### config.mk
export PLATFORM = sky130hd
export DESIGN_NAME = fetch_stage_flat
export DESIGN_NICKNAME = d
export VERILOG_FILES = /design/src/rtl/cpu_pkg.sv /design/src/rtl/imem_if.sv /design/src/rtl/ifid_reg.sv /design/src/rtl/fetch_stage.sv /design/src/flat_wrapper.sv
export SDC_FILE = /design/constraint.sdc
export NUM_CORES = 1
export LEC_CHECK = 0
export ABC_AREA = 1
export CELL_PAD_IN_SITES_DETAIL_PLACEMENT = 1
export CELL_PAD_IN_SITES_GLOBAL_PLACEMENT = 1
export CORE_AREA = 2 2 119 121
export CTS_BUF_LIST = sky130_fd_sc_hd__clkbuf_4 sky130_fd_sc_hd__clkbuf_8 sky130_fd_sc_hd__clkbuf_16
export DETAILED_ROUTE_END_ITERATION = 7
export DIE_AREA = 0 0 121 123
export GPL_ROUTABILITY_DRIVEN = 0
export GPL_TIMING_DRIVEN = 1
export PLACE_DENSITY_LB_ADDON = 0.1
export SYNTH_ARGS = -nofsm -noshare
export SYNTH_HDL_FRONTEND = slang
export SYNTH_SLANG_ARGS = --single-unit
### constraint.sdc
create_clock -name clk -period 3.55 [get_ports clk]
set_input_delay 0.71 -clock clk [delete_from_list [all_inputs] [get_ports clk]]
set_output_delay 0.71 -clock clk [all_outputs]
set_load 0.05 [all_outputs]
### src/rtl/cpu_pkg.sv
// Shared CPU definitions for the fetch stage and the control decoder:
// fetch FSM state encoding, the bubble instruction, instruction field
// positions and the opcode values the decoder switches on.
package cpu_pkg;

  typedef enum logic [1:0] {
    IDLE,   // one cycle after reset release, no request
    FETCH,  // request outstanding at req_addr
    HOLD,   // fetched word parked in the hold buffer while stalled
    DROP    // waiting out a reply that a redirect made stale
  } fetch_state_e;

  // Opcode 15 with zero fields: no register write, no memory access.
  localparam logic [15:0] NOP_INSTR = 16'hF000;

  localparam int OPCODE_MSB = 15;
  localparam int OPCODE_LSB = 12;
  localparam int FUNC_MSB   = 3;
  localparam int FUNC_LSB   = 0;

  localparam logic [3:0] OP_RTYPE  = 4'h0;
  localparam logic [3:0] OP_LOAD   = 4'h1;
  localparam logic [3:0] OP_STORE  = 4'h2;
  localparam logic [3:0] OP_BRANCH = 4'h3;
  localparam logic [3:0] OP_JUMP   = 4'h4;
  localparam logic [3:0] OP_NOP    = 4'hF;

endpackage

### src/rtl/imem_if.sv
// Instruction-memory request/acknowledge port.
//   req   : fetch request, held until ack
//   addr  : fetch address, stable while req=1
//   ack   : one-cycle pulse, rdata valid and request complete
//   rdata : fetched instruction
// master = fetch stage, slave = instruction memory.
interface imem_if #(
  parameter int PC_W    = 16,
  parameter int INSTR_W = 16
);
  logic               req;
  logic [PC_W-1:0]    addr;
  logic               ack;
  logic [INSTR_W-1:0] rdata;

  modport master (output req, addr, input  ack, rdata);
  modport slave  (input  req, addr, output ack, rdata);
endinterface

### src/rtl/ifid_reg.sv
// IF/ID pipeline register: valid flag, instruction and its PC.
//   flush : valid <= 0, instr <= NOP (pc kept), wins over load
//   load  : capture {1, d_instr, d_pc}
//   neither asserted: hold
module ifid_reg #(
  parameter int                 PC_W      = 16,
  parameter int                 INSTR_W   = 16,
  parameter logic [INSTR_W-1:0] NOP_INSTR = 16'hF000
) (
  input  logic               clk,
  input  logic               rst_n,
  input  logic               load,
  input  logic               flush,
  input  logic [INSTR_W-1:0] d_instr,
  input  logic [PC_W-1:0]    d_pc,
  output logic               q_valid,
  output logic [INSTR_W-1:0] q_instr,
  output logic [PC_W-1:0]    q_pc
);

  // NOTE: sequential state uses non-blocking (<=) so every flop samples the
  // pre-edge values of its inputs, independent of block ordering.
  always_ff @(posedge clk or negedge rst_n) begin
    if (!rst_n) begin
      q_valid <= 1'b0;
      q_instr <= NOP_INSTR;
      q_pc    <= '0;
    end else if (flush) begin
      q_valid <= 1'b0;
      q_instr <= NOP_INSTR;
    end else if (load) begin
      q_valid <= 1'b1;
      q_instr <= d_instr;
      q_pc    <= d_pc;
    end
  end

endmodule

### src/rtl/fetch_stage.sv
// Instruction-fetch stage with IF/ID register, feeding the control decoder.
// Owns the PC, issues one request at a time on the imem port, parks a word
// that arrives during a stall, and flushes/refetches on redirect.
//   clk, rst_n             : clock, async active-low reset
//   stall                  : hold IF/ID and PC
//   redirect_valid/_pc     : taken branch/jump, flush and refetch at target
//   imem                   : instruction-memory master port
//   ifid_valid/instr/pc    : IF/ID contents
//   ifid_opcode/funccode   : instruction field slices for the decoder
module fetch_stage #(
  parameter int                 PC_W      = 16,
  parameter int                 INSTR_W   = 16,
  parameter logic [PC_W-1:0]    RESET_PC  = 16'h0000,
  parameter int                 PC_INC    = 2,
  parameter logic [INSTR_W-1:0] NOP_INSTR = cpu_pkg::NOP_INSTR
) (
  input  logic               clk,
  input  logic               rst_n,
  input  logic               stall,
  input  logic               redirect_valid,
  input  logic [PC_W-1:0]    redirect_pc,
  imem_if.master             imem,
  output logic               ifid_valid,
  output logic [INSTR_W-1:0] ifid_instr,
  output logic [PC_W-1:0]    ifid_pc,
  output logic [3:0]         ifid_opcode,
  output logic [3:0]         ifid_funccode
);
  import cpu_pkg::*;

  localparam logic [PC_W-1:0] PC_STEP = PC_W'(PC_INC);

  fetch_state_e       state;
  logic [PC_W-1:0]    pc;
  logic [PC_W-1:0]    req_addr;
  logic               req_q;
  logic [INSTR_W-1:0] buf_instr;
  logic [PC_W-1:0]    buf_pc;

  logic               ack_v;
  logic [PC_W-1:0]    pc_inc;
  logic [PC_W-1:0]    next_fetch_pc;

  logic               ifid_load;
  logic               ifid_flush;
  logic [INSTR_W-1:0] ifid_d_instr;
  logic [PC_W-1:0]    ifid_d_pc;

  assign imem.req  = req_q;
  assign imem.addr = req_addr;

  // An ack with no request outstanding is meaningless and ignored.
  assign ack_v         = imem.ack & req_q;
  assign pc_inc        = pc + PC_STEP;  // wraps modulo 2^PC_W
  assign next_fetch_pc = redirect_valid ? redirect_pc : pc;

  // IF/ID control. Redirect flushes even under stall.
  // NOTE: every always_comb output gets a default first so no path leaves
  // it unassigned, which would otherwise infer a latch.
  always_comb begin
    ifid_load    = 1'b0;
    ifid_flush   = 1'b0;
    ifid_d_instr = imem.rdata;
    ifid_d_pc    = req_addr;
    if (redirect_valid) begin
      ifid_flush = 1'b1;
    end else begin
      unique case (state)
        FETCH: begin
          if (!stall) begin
            if (ack_v) ifid_load  = 1'b1;
            else       ifid_flush = 1'b1;  // bubble while waiting
          end
        end
        HOLD: begin
          if (!stall) begin
            ifid_load    = 1'b1;
            ifid_d_instr = buf_instr;
            ifid_d_pc    = buf_pc;
          end
        end
        DROP:    if (!stall) ifid_flush = 1'b1;
        default: ;
      endcase
    end
  end

  // FSM, PC, request address and hold buffer. In FETCH, pc == req_addr.
  // The hold buffer is only read in HOLD, so leaving HOLD invalidates it.
  // NOTE: the hold buffer is reset as well, so IF/ID can never capture X.
  always_ff @(posedge clk or negedge rst_n) begin
    if (!rst_n) begin
      state     <= IDLE;
      pc        <= RESET_PC;
      req_addr  <= RESET_PC;
      req_q     <= 1'b0;
      buf_instr <= NOP_INSTR;
      buf_pc    <= '0;
    end else begin
      unique case (state)
        IDLE: begin
          state    <= FETCH;
          req_q    <= 1'b1;
          pc       <= next_fetch_pc;
          req_addr <= next_fetch_pc;
        end
        FETCH: begin
          if (redirect_valid) begin
            pc <= redirect_pc;
            // imem_addr may not move under a live request: wait it out.
            if (ack_v) req_addr <= redirect_pc;
            else       state    <= DROP;
          end else if (ack_v) begin
            pc <= pc_inc;
            if (stall) begin
              buf_instr <= imem.rdata;
              buf_pc    <= req_addr;
              req_q     <= 1'b0;
              state     <= HOLD;
            end else begin
              req_addr <= pc_inc;
            end
          end
        end
        HOLD: begin
          if (redirect_valid || !stall) begin
            pc       <= next_fetch_pc;
            req_addr <= next_fetch_pc;
            req_q    <= 1'b1;
            state    <= FETCH;
          end
        end
        DROP: begin
          pc <= next_fetch_pc;
          if (ack_v) begin
            req_addr <= next_fetch_pc;
            state    <= FETCH;
          end
        end
        default: state <= IDLE;
      endcase
    end
  end

  ifid_reg #(
    .PC_W      (PC_W),
    .INSTR_W   (INSTR_W),
    .NOP_INSTR (NOP_INSTR)
  ) u_ifid (
    .clk     (clk),
    .rst_n   (rst_n),
    .load    (ifid_load),
    .flush   (ifid_flush),
    .d_instr (ifid_d_instr),
    .d_pc    (ifid_d_pc),
    .q_valid (ifid_valid),
    .q_instr (ifid_instr),
    .q_pc    (ifid_pc)
  );

  assign ifid_opcode   = ifid_instr[OPCODE_MSB:OPCODE_LSB];
  assign ifid_funccode = ifid_instr[FUNC_MSB:FUNC_LSB];

endmodule

### src/flat_wrapper.sv
// flat-port wrapper written by rule: the top's interface ports become plain ports
module fetch_stage_flat import cpu_pkg::*;
#(
  parameter int                 PC_W      = 16,
  parameter int                 INSTR_W   = 16,
  parameter logic [PC_W-1:0]    RESET_PC  = 16'h0000,
  parameter int                 PC_INC    = 2,
  parameter logic [INSTR_W-1:0] NOP_INSTR = cpu_pkg::NOP_INSTR
)
  (clk, rst_n, stall, redirect_valid, redirect_pc, ifid_valid, ifid_instr, ifid_pc, ifid_opcode, ifid_funccode, imem_req, imem_addr, imem_ack, imem_rdata);
  imem_if #(.PC_W(PC_W), .INSTR_W(INSTR_W)) imem_i ();
  input  logic clk;
  input  logic rst_n;
  input  logic stall;
  input  logic redirect_valid;
  input  logic [PC_W-1:0] redirect_pc;
  output logic ifid_valid;
  output logic [INSTR_W-1:0] ifid_instr;
  output logic [PC_W-1:0] ifid_pc;
  output logic [3:0] ifid_opcode;
  output logic [3:0] ifid_funccode;
  output wire logic [$bits(imem_i.req)-1:0] imem_req;
  output wire logic [$bits(imem_i.addr)-1:0] imem_addr;
  input wire logic [$bits(imem_i.ack)-1:0] imem_ack;
  input wire logic [$bits(imem_i.rdata)-1:0] imem_rdata;
  assign imem_req = imem_i.req;
  assign imem_addr = imem_i.addr;
  assign imem_i.ack = imem_ack;
  assign imem_i.rdata = imem_rdata;
  fetch_stage #(.PC_W(PC_W), .INSTR_W(INSTR_W), .RESET_PC(RESET_PC), .PC_INC(PC_INC), .NOP_INSTR(NOP_INSTR)) u_core (.clk(clk), .rst_n(rst_n), .stall(stall), .redirect_valid(redirect_valid), .redirect_pc(redirect_pc), .imem(imem_i), .ifid_valid(ifid_valid), .ifid_instr(ifid_instr), .ifid_pc(ifid_pc), .ifid_opcode(ifid_opcode), .ifid_funccode(ifid_funccode));
endmodule
---- Yosys cells after proc, flatten, opt, wreduce, memory -nomap -nowiden ----
Index checks and enable logic that the tools add are counted.
word-level totals
  output and inout port bits .............. 58
  logic and storage cells ................. 79
  bits in registers ....................... 100
cells by class
  $add $sub $neg .......................... 1
  muxes and demuxes ....................... 42
  equal/unequal tests ..................... 12
  reduce and logical (&&, ||, !) cells .... 12
  bitwise operators ....................... 3
operators with widths
  kind                     number
  $mux W16                 17
  $pmux W16 S4             1
  $pmux W16 S3             1
  $add A16 B2 Y16 const B  1
  $mux W1                  13
  $mux W2                  6
  $reduce_and A5 Y1        2
  $ne A3 B3 Y1 const B     3
  $pmux W2 S4              1
  $ne A2 B1 Y1 const B     3
  $eq A2 B2 Y1 const B     2
  $ne A2 B2 Y1 const B     2
  $pmux W1 S2              2
  $reduce_and A2 Y1        2
  $reduce_and A4 Y1        1
  $ne A3 B2 Y1 const B     1
  $pmux W1 S3              1
  $reduce_and A3 Y1        1
  $reduce_bool A3 Y1       1
  $eq A2 B1 Y1 const B     1
  $logic_not A2 Y1         1
  $not A1 Y1               2
  $reduce_bool A2 Y1       1
  $reduce_or A2 Y1         1
  3 further kinds          3

---- Depth between registers and ports, before layout ----
  depth in word-level cells ............... 7
  mapped depth ............................ 12

---- Modules after synthesis ----
From an unflattened synthesis, not the netlist that was laid out.
second synthesis, totals
  cells, all modules ...................... 747
  area, all modules ....................... 5380.2 um2
by module, submodules not included
  module       cells each  instances  area an instance (um2)
  fetch_stage  604         1          4070.2
  ifid_reg     143         1          1310.0

---- Least setup slack after synthesis ----
OpenSTA, ideal clock, no wires.
  kind .................................... register -> register
  start point ............................. register u_core.req_q (netlist: u_core.imem.req)
  end point ............................... register u_core.u_ifid.q_pc[1]
  required time ........................... 3427 ps
  library setup time ...................... 123 ps
  path slack .............................. 1810 ps
  cell stages (with the launch flop) ...... 9
  clock period less this slack ............ 1740 ps
  arrival time ............................ 1617 ps
  cell sequence ........................... dfrtp_1 -> nand2_1 -> nand3_1 -> nand3_1 -> o21ai_4 -> nand2_4 -> buf_6 -> nand2_1 -> o21ai_2
between the ends
  cells in the longest elaborated chain, start to end .. 7
  elaborated cells on any way between the ends .. 11
  those cells by class .................... 8 x mux; 2 x bitwise; 1 x reduce/logical
ends and longest elaborated chain
  what                                    RTL line            text
  from (decl)                             fetch_stage.sv:36   logic req_q;
  from (signal assigned)                  fetch_stage.sv:96   req_q <= 1'b0;
  from (signal assigned)                  fetch_stage.sv:103  req_q <= 1'b1;
  from (signal assigned)                  fetch_stage.sv:118  req_q <= 1'b0;
  $and A1 B1 Y1 (*)                       fetch_stage.sv:53   assign ack_v = imem.ack & req_q;
  $mux W1                                 fetch_stage.sv:71   if (ack_v) ifid_load = 1'b1;
  $mux W1                                 fetch_stage.sv:70   if (!stall) begin
  $pmux W1 S2                             fetch_stage.sv:68   unique case (state)
  $mux W1                                 fetch_stage.sv:65   if (redirect_valid) begin
  $not A1 Y1 (no source line)             --
  $reduce_and A2 Y1 (no source line) (*)  --
  to (signal assigned)                    ifid_reg.sv:34      q_pc <= d_pc;
  to (decl)                               ifid_reg.sv:18      output logic [PC_W-1:0] q_pc
Mark *: on every way between the ends. The rest lies on a longest branch, timed or not.
A chain may end at the register's enable or synchronous reset.

---- Worst setup path in the final report ----
  start point ............................. input redirect_valid
  end point ............................... register u_core.u_ifid.q_pc[4]
between the ends
  cells in the longest elaborated chain, start to end .. 3
  elaborated cells on any way between the ends .. 5
  those cells by class .................... 3 x mux; 1 x bitwise; 1 x reduce/logical
ends and longest elaborated chain
  what                                RTL line            text
  from (decl)                         flat_wrapper.sv:15  input logic redirect_valid;
  $mux W1                             fetch_stage.sv:65
  $not A1 Y1 (no source line)         --
  $reduce_and A2 Y1 (no source line)  --
Parallel ways exist; a longest one is shown, timed or not.

==> results.md <==
- First-pass GRT wire length: 25.59 mm
- Hold WC Path Type: flip-flop to flip-flop
- Reg clk slew, reported paths: 0.07 ns
- Initial antenna violation count: 0
- CP required: 3.79 ns
- Worst vdd ir: between 0.3 and 0.4 mV
- Commonest non-fill, non-tap cell in the layout: nand2_1
- Clk sinks: 100
- Leak Pwr: 3.215 nW
- DR vias/cell: 5.033
- Iter 0 DRT Violations: 269
- CTS tree: built
- Worst setup path startpoint: redirect_valid
- Critical Path Max Stage Delay: about 0.79 ns
- Startpoint Class: input port
- Final net count: around 850
- Number of port buffers: 94
- CTS Buf Count: 9
- Final core area utilization: between 40% and 50%
- IO Count: 95
- Detail Route Antenna Nets: 0
- Number of fillers in the final layout: between 1.5k and 2k
- Avg Cell Area, Syn: between 7 and 8 um2
- Routed WL: about 15 mm
- Slew Limit Fails: 0
- Residual DRC: 0
- Yosys reg bits: 100
- Placed insts: 980
- Area growth, synth to finish: 22.58%
- Sequential area share after synthesis: 46.21%
- Crit. End Element: flip-flop
- Pwr/cell area: 897.8 mW/mm2
- Most frequent cells in the layout: nand2_1, o21ai_0, clkdlybuf4s50_1, dfrtp_1, inv_1
- Yosys warns: 0
- Final setup vio count: 0
- Crit-path cells: clkdlybuf4s50_1 > o21ai_4 > nand2_4 > nand2_1 > o21ai_2
- Hold_buf cts: 0
- Unrepaired setup endpoints after global routing: no
- Type of the worst setup path: input port to flip-flop
- Mapped cell area: 0.005436 mm2
- Slowest-stage cell, CP: o21ai_4
- CTS root buffer: clkbuf_16
- Hold path start: u_core.u_ifid.q_instr[12]
- Longest Clk Path Bufs: 2
- Mapped Nets: 784
- Setup TNS: 0 ns
- Hold Fails Final Rpt: 0
- Synth cell types: 30
- Vias in the first global route: ~5.2k
- Total core area: between 0.01 and 0.015 mm2
- Ratio of cells with drive above 1 in the final layout: 7.230%
- DRT Pass-1 Iters: 4
- Final Skew: 0.007037 ns
- MaxCap Viol Count: 0
- Rows: 43
- Initial core utilization: 39.94%
- Min cycle time layout: 2.576 ns
- WP data arrival: 2.81 ns
- Dpl hpwl: 10.90 mm
- Status: finished, final reports clean
- Slew margin rel.: roughly a quarter
- Gr ovfl total: 0
- CP top delay family: compound AO/OA/AOI/OAI gates
- Worst r2r src: u_core.state[1]
- Die width: 121 um
- Worst-Margin Slew: between 1 and 1.5 ns
- Clock insertion delay at the later pin of the skew report: 0.35 ns
- Post-route insts no fill: 996
- Maximum fanout along the worst path: 28
- Die Ht: roughly 120 um
- Inserted Diodes: 0
- CP bufs+invs: 1
- Setup Fix Bufs, Post-CTS: 0
- Post-CTS sizing: 0
- Largest net degree at the start of global routing: slightly below 90
- Final Cycle Share: 72.56%
- Full die area: 0.01488 mm2
- Avg WL per Cell: 15.43 um
- Fmax: between 300 and 400 MHz
- Htree depth: 3
- GRT Total Usage: 21.58%
- Via count: about 5.0k
- Post-synthesis cell count: 742
-- per-layer routing --
layer  part of all wire (%)  global-route usage, %  vias up
met5                      0                      0        -
met3                    2.8                  2.768       23
met2                     49                  37.22       88
met1                     46                  27.59     2434
li1                       -                      -     2468
met4                    2.4                  8.576        0
-- area by class of cell --
type / count / area [um2] / area share, %
tap: 180 / 225.2 / 3.380
inverter: 70 / 275.3 / 4.131
sequential: 100 / 2512 / 37.70
multi-input combinational: 529 / 2374 / 35.62
timing repair buffer: 101 / 998.5 / 14.98
clock inverter: 4 / 25.02 / 0.3755
clock buffer: 12 / 254.0 / 3.811
-- path summary, 6_finish.rpt --
kind                                              to  slack [ns]  cells after the start
max reg2reg                      u_core.imem.addr[8]        1.17                      8
max in group asynchronous              u_core.pc[11]        2.11                      2
min reg2reg                u_core.u_ifid.q_instr[12]        0.47                      2
min in group asynchronous        u_core.buf_instr[8]        0.58                      1
min                        u_core.u_ifid.q_instr[12]        0.47                      2
max                            u_core.u_ifid.q_pc[4]        0.97                      5
-- registers in the layout, summed over array words and instances, names as in the netlist --
name / count
u_core.u_ifid.q_pc: 16
u_core.u_ifid.q_instr: 16
u_core.buf_instr: 16
u_core.pc: 16
u_core.buf_pc: 16
u_core.state: 2
u_core.imem.req: 1
u_core.u_ifid.q_valid: 1
u_core.imem.addr: 16
-- cells in the mapped netlist --
library cell / n / area, um2
nor3_2: 1 / 10.01
nand2_4: 2 / 22.52
or2_1: 1 / 6.260
o21ai_0: 107 / 535.5
o21ai_1: 12 / 60.06
nand3_1: 42 / 210.2
nor3_1: 4 / 20.02
clkbuf_1: 7 / 26.28
buf_4: 10 / 75.07
nor2_1: 30 / 112.6
inv_2: 4 / 15.01
buf_2: 19 / 95.09
inv_6: 1 / 8.760
o21ai_4: 1 / 16.27
dfstp_2: 8 / 210.2
nor2_4: 2 / 22.52
o21ai_2: 6 / 52.55
xnor2_1: 1 / 8.760
dfrtp_1: 92 / 2302
nor2_8: 1 / 20.02
inv_1: 62 / 232.7
nor2_2: 1 / 6.260
ha_1: 5 / 62.56
xor2_1: 1 / 8.760
inv_4: 3 / 18.77
a21oi_1: 4 / 20.02
buf_6: 7 / 78.83
nand4_1: 5 / 31.28
nand2_1: 299 / 1122
nand2_2: 4 / 25.02
-- logic make-up after synthesis --
family | count (synthesis) | share of synthesized area (%)
DFF | 100 | 46.21
and+or+nand+nor | 392 | 29.60
AOI/OAI and AO/OA | 130 | 12.59
adders and majority gates | 5 | 1.151
xor gates and xnor gates | 2 | 0.3223
buffers and inverters | 113 | 10.13
-- where the power goes --
| group | switching [mW] | total, mW | internal, mW |
|---|---|---|---|
| sequential | 0.358 | 2.02 | 1.66 |
| combinational | 2.09 | 3.01 | 0.926 |
| clock | 0.447 | 0.956 | 0.509 |
| total | 2.89 | 5.98 | 3.09 |
-- worst register-to-register path: cells and delay by family, from the launching register on --
kind                       cells  cell delay (ns)
buffers and inverters          2             0.33
adders and majority gates      1             0.49
AOI/OAI and AO/OA              2             0.41
and+or+nand+nor                3             0.65
DFF                            1             0.42
-- per-stage QoR --
stage	setup slack, ns	hold slack, ns	cell area [um2]	power [mW]
3_5_place_dp	0.5953	0.4613	6385	5.055
4_1_cts	0.9694	0.4754	6664	6.034
3_3_place_gp	0.6033	0.4558	6385	4.943
6_report	0.9742	0.4712	6664	5.983
5_1_grt	0.8170	0.4972	6664	6.412
2_1_floorplan	1.810	0.4144	5436	4.136
No activity file was read; power rests on OpenSTA's default activity.
==> RTL change (config.mk and constraints unchanged) <==
Make the reset (`rst_n`) synchronous in 2 clocked blocks. Comments in the files are not updated.
--- a/src/rtl/ifid_reg.sv
+++ b/src/rtl/ifid_reg.sv
@@ -21,5 +21,5 @@
   // NOTE: sequential state uses non-blocking (<=) so every flop samples the
   // pre-edge values of its inputs, independent of block ordering.
-  always_ff @(posedge clk or negedge rst_n) begin
+  always_ff @(posedge clk) begin
     if (!rst_n) begin
       q_valid <= 1'b0;
--- a/src/rtl/fetch_stage.sv
+++ b/src/rtl/fetch_stage.sv
@@ -89,5 +89,5 @@
   // The hold buffer is only read in HOLD, so leaving HOLD invalidates it.
   // NOTE: the hold buffer is reset as well, so IF/ID can never capture X.
-  always_ff @(posedge clk or negedge rst_n) begin
+  always_ff @(posedge clk) begin
     if (!rst_n) begin
       state     <= IDLE;
Function: differs if rst_n is asserted again (counterexample within 4 cycles, from zero or initial values and one cycle with rst_n low); with rst_n held inactive, the same outputs for 4 cycles.
==> RTL change against the unedited design <==
Total power shrank 31%. Global-route usage decreased by 0.85 points. Sequential cell count stayed put. Area after synthesis decreased by 6.7%. Wire length fell by 1.8%. Setup slack better by 0.0035 ns. Final area shrank 5.3%. Worst hold slack got worse by 0.021 ns.
==> RTL change: results (changes against the unedited design) <==
Power
  – VDD IR max: 0.415 mV (was 0.343 mV)
  – Leakage power: 2.56 nW (was 3.21 nW)

Synth
  – Avg Cell Area, Syn: 6.86 um2 (was 7.33 um2)
  – Fraction of registers with async set or reset after synthesis: 0% (was 100%)
  – Sequential element share of the synthesized area: 39.5% (was 46.2%)
  – Library cells used by synthesis: 34 (was 30)
  – Synth area leader: dfxtp_1 (was dfrtp_1)
  – Post-Syn Nets: 782 (was 784)
  – Post-synth top cells: nand2_1, dfxtp_1, o21ai_0 (was nand2_1, o21ai_0, dfrtp_1)
  – Prevailing post-synth register cell: dfxtp_1 (was dfrtp_1)

Placement
  – Post-DP HPWL: 10.8 mm (was 10.9 mm)
  – Placed Cells: 973 (was 980)

Routing
  – Routed vias/inst: 5.07 (was 5.03)
  – DRT iter0 DRCs: 192 (was 269)
  – Detailed Routing Iterations Pass 1: 5 (was 4)
  – Routed len/inst: 15.3 um (was 15.4 um)

Worst setup path
  – CP max FO: 32 (was 28)
  – Cell family with most CP delay: simple AND/OR/NAND/NOR gates (was compound AO/OA/AOI/OAI gates)
  – Slack of the worst reg-to-reg path: 0.98 ns (was 1.17 ns)
  – FF-to-FF path depth: 10 (was 8)
  – FF-to-FF End: u_core.u_ifid.q_pc[7] (was u_core.imem.addr[8])
  – WP data arrival: 2.82 ns (was 2.81 ns)
  – Max stage delay on crit path: 0.53 ns (was 0.79 ns)

Timing
  – Clk_skew: 0.00898 ns (was 0.00704 ns)
  – Hold_ws: 0.450 ns (was 0.471 ns)
  – Worst slew margin: 61.2% (was 25.4%)

Global route
  – First-pass GRT wire length: 24.5 mm (was 25.6 mm)

Min path
  – Min-Delay Endpoint: u_core.buf_pc[1] (was u_core.u_ifid.q_instr[12])
  – Hold Startpoint: u_core.buf_pc[1] (was u_core.u_ifid.q_instr[12])

Clocking
  – Clock latency on the worst-skew pair: 0.36 ns

Final layout
  – Fillers: 1775 (was 1742)
  – Final net count: 847 (was 853)
  – Ratio of cells with drive above 1 in the final layout: 7.55% (was 7.23%)

Status
  – Status: finished, final reports clean (unchanged)
[RTL change: per-layer routing]
layer | global-route usage [%] | wire [um] | vias up
met2 | 33.8 | 7160 | 70
met4 | 6.69 | 175 | 0
met1 | 28.7 | 7310 | 2399
li1 | - | - | 2530
met3 | 2.44 | 448 | 13
met5 | 0 | 0 | -
[RTL change: kinds of logic (layout without fill, tap and decap cells)]
family / count (synthesis) / count (layout) / synth area share, %
buffers and inverters: 120 / 189 / 11.1
adder cells (fa/ha/maj): 6 / 6 / 1.48
multiplexers: 5 / 5 / 0.987
AND/OR/NAND/NOR: 318 / 318 / 26.9
flip-flops: 100 / 100 / 39.5
AO/OA/AOI/OAI: 189 / 189 / 19.9
XOR/XNOR: 1 / 1 / 0.173
[RTL change: worst reg2reg max path, stage by stage (launching register included)]
cell,delay (ns)
dfxtp_1,0.36
inv_1,0.12
ha_1,0.53
inv_2,0.13
o21ai_1,0.16
nand3b_1,0.32
nor2_2,0.22
buf_4,0.33
nand3_1,0.15
nand2_1,0.09
nor2_1,0.05
[RTL change: final cells by class]
cell class / count / area share, %
multi-input combinational: 519 / 39.7
sequential: 100 / 31.7
timing repair buffer: 106 / 16.4
inverter: 68 / 4.06
clock buffer: 10 / 3.79
tap: 180 / 3.57
clock inverter: 5 / 0.832
[RTL change: stage by stage]
stage,area (um2),setup WS (ns),power [mW]
6_report,6310,0.978,4.11
5_1_grt,6310,0.711,4.36
4_1_cts,6310,0.990,4.15
3_5_place_dp,6020,0.820,3.14
3_3_place_gp,6020,0.850,3.10
2_1_floorplan,5070,1.83,2.62
[RTL change: worst max-delay path by stage]
stage                         start                   endpoint  slack, ns  depth (start not counted)
floorplan           u_core.imem.req  u_core.u_ifid.q_instr[12]       1.83                          7
global placement     redirect_valid        u_core.imem.addr[0]       0.85                          8
detailed placement         imem_ack      u_core.u_ifid.q_pc[7]       0.82                          9
CTS                 u_core.state[0]      u_core.u_ifid.q_pc[7]       0.99                          9
global route        u_core.state[0]      u_core.u_ifid.q_pc[1]       0.71                          9
finish              u_core.state[1]      u_core.u_ifid.q_pc[7]       0.98                         10
[RTL change: power breakdown]
part / leakage, nW / switching, mW / internal (mW) / total, mW
clock: 0.144 / 0.434 / 0.558 / 0.992
sequential: 0.816 / 0.198 / 1.31 / 1.51
combinational: 1.60 / 1.10 / 0.513 / 1.61
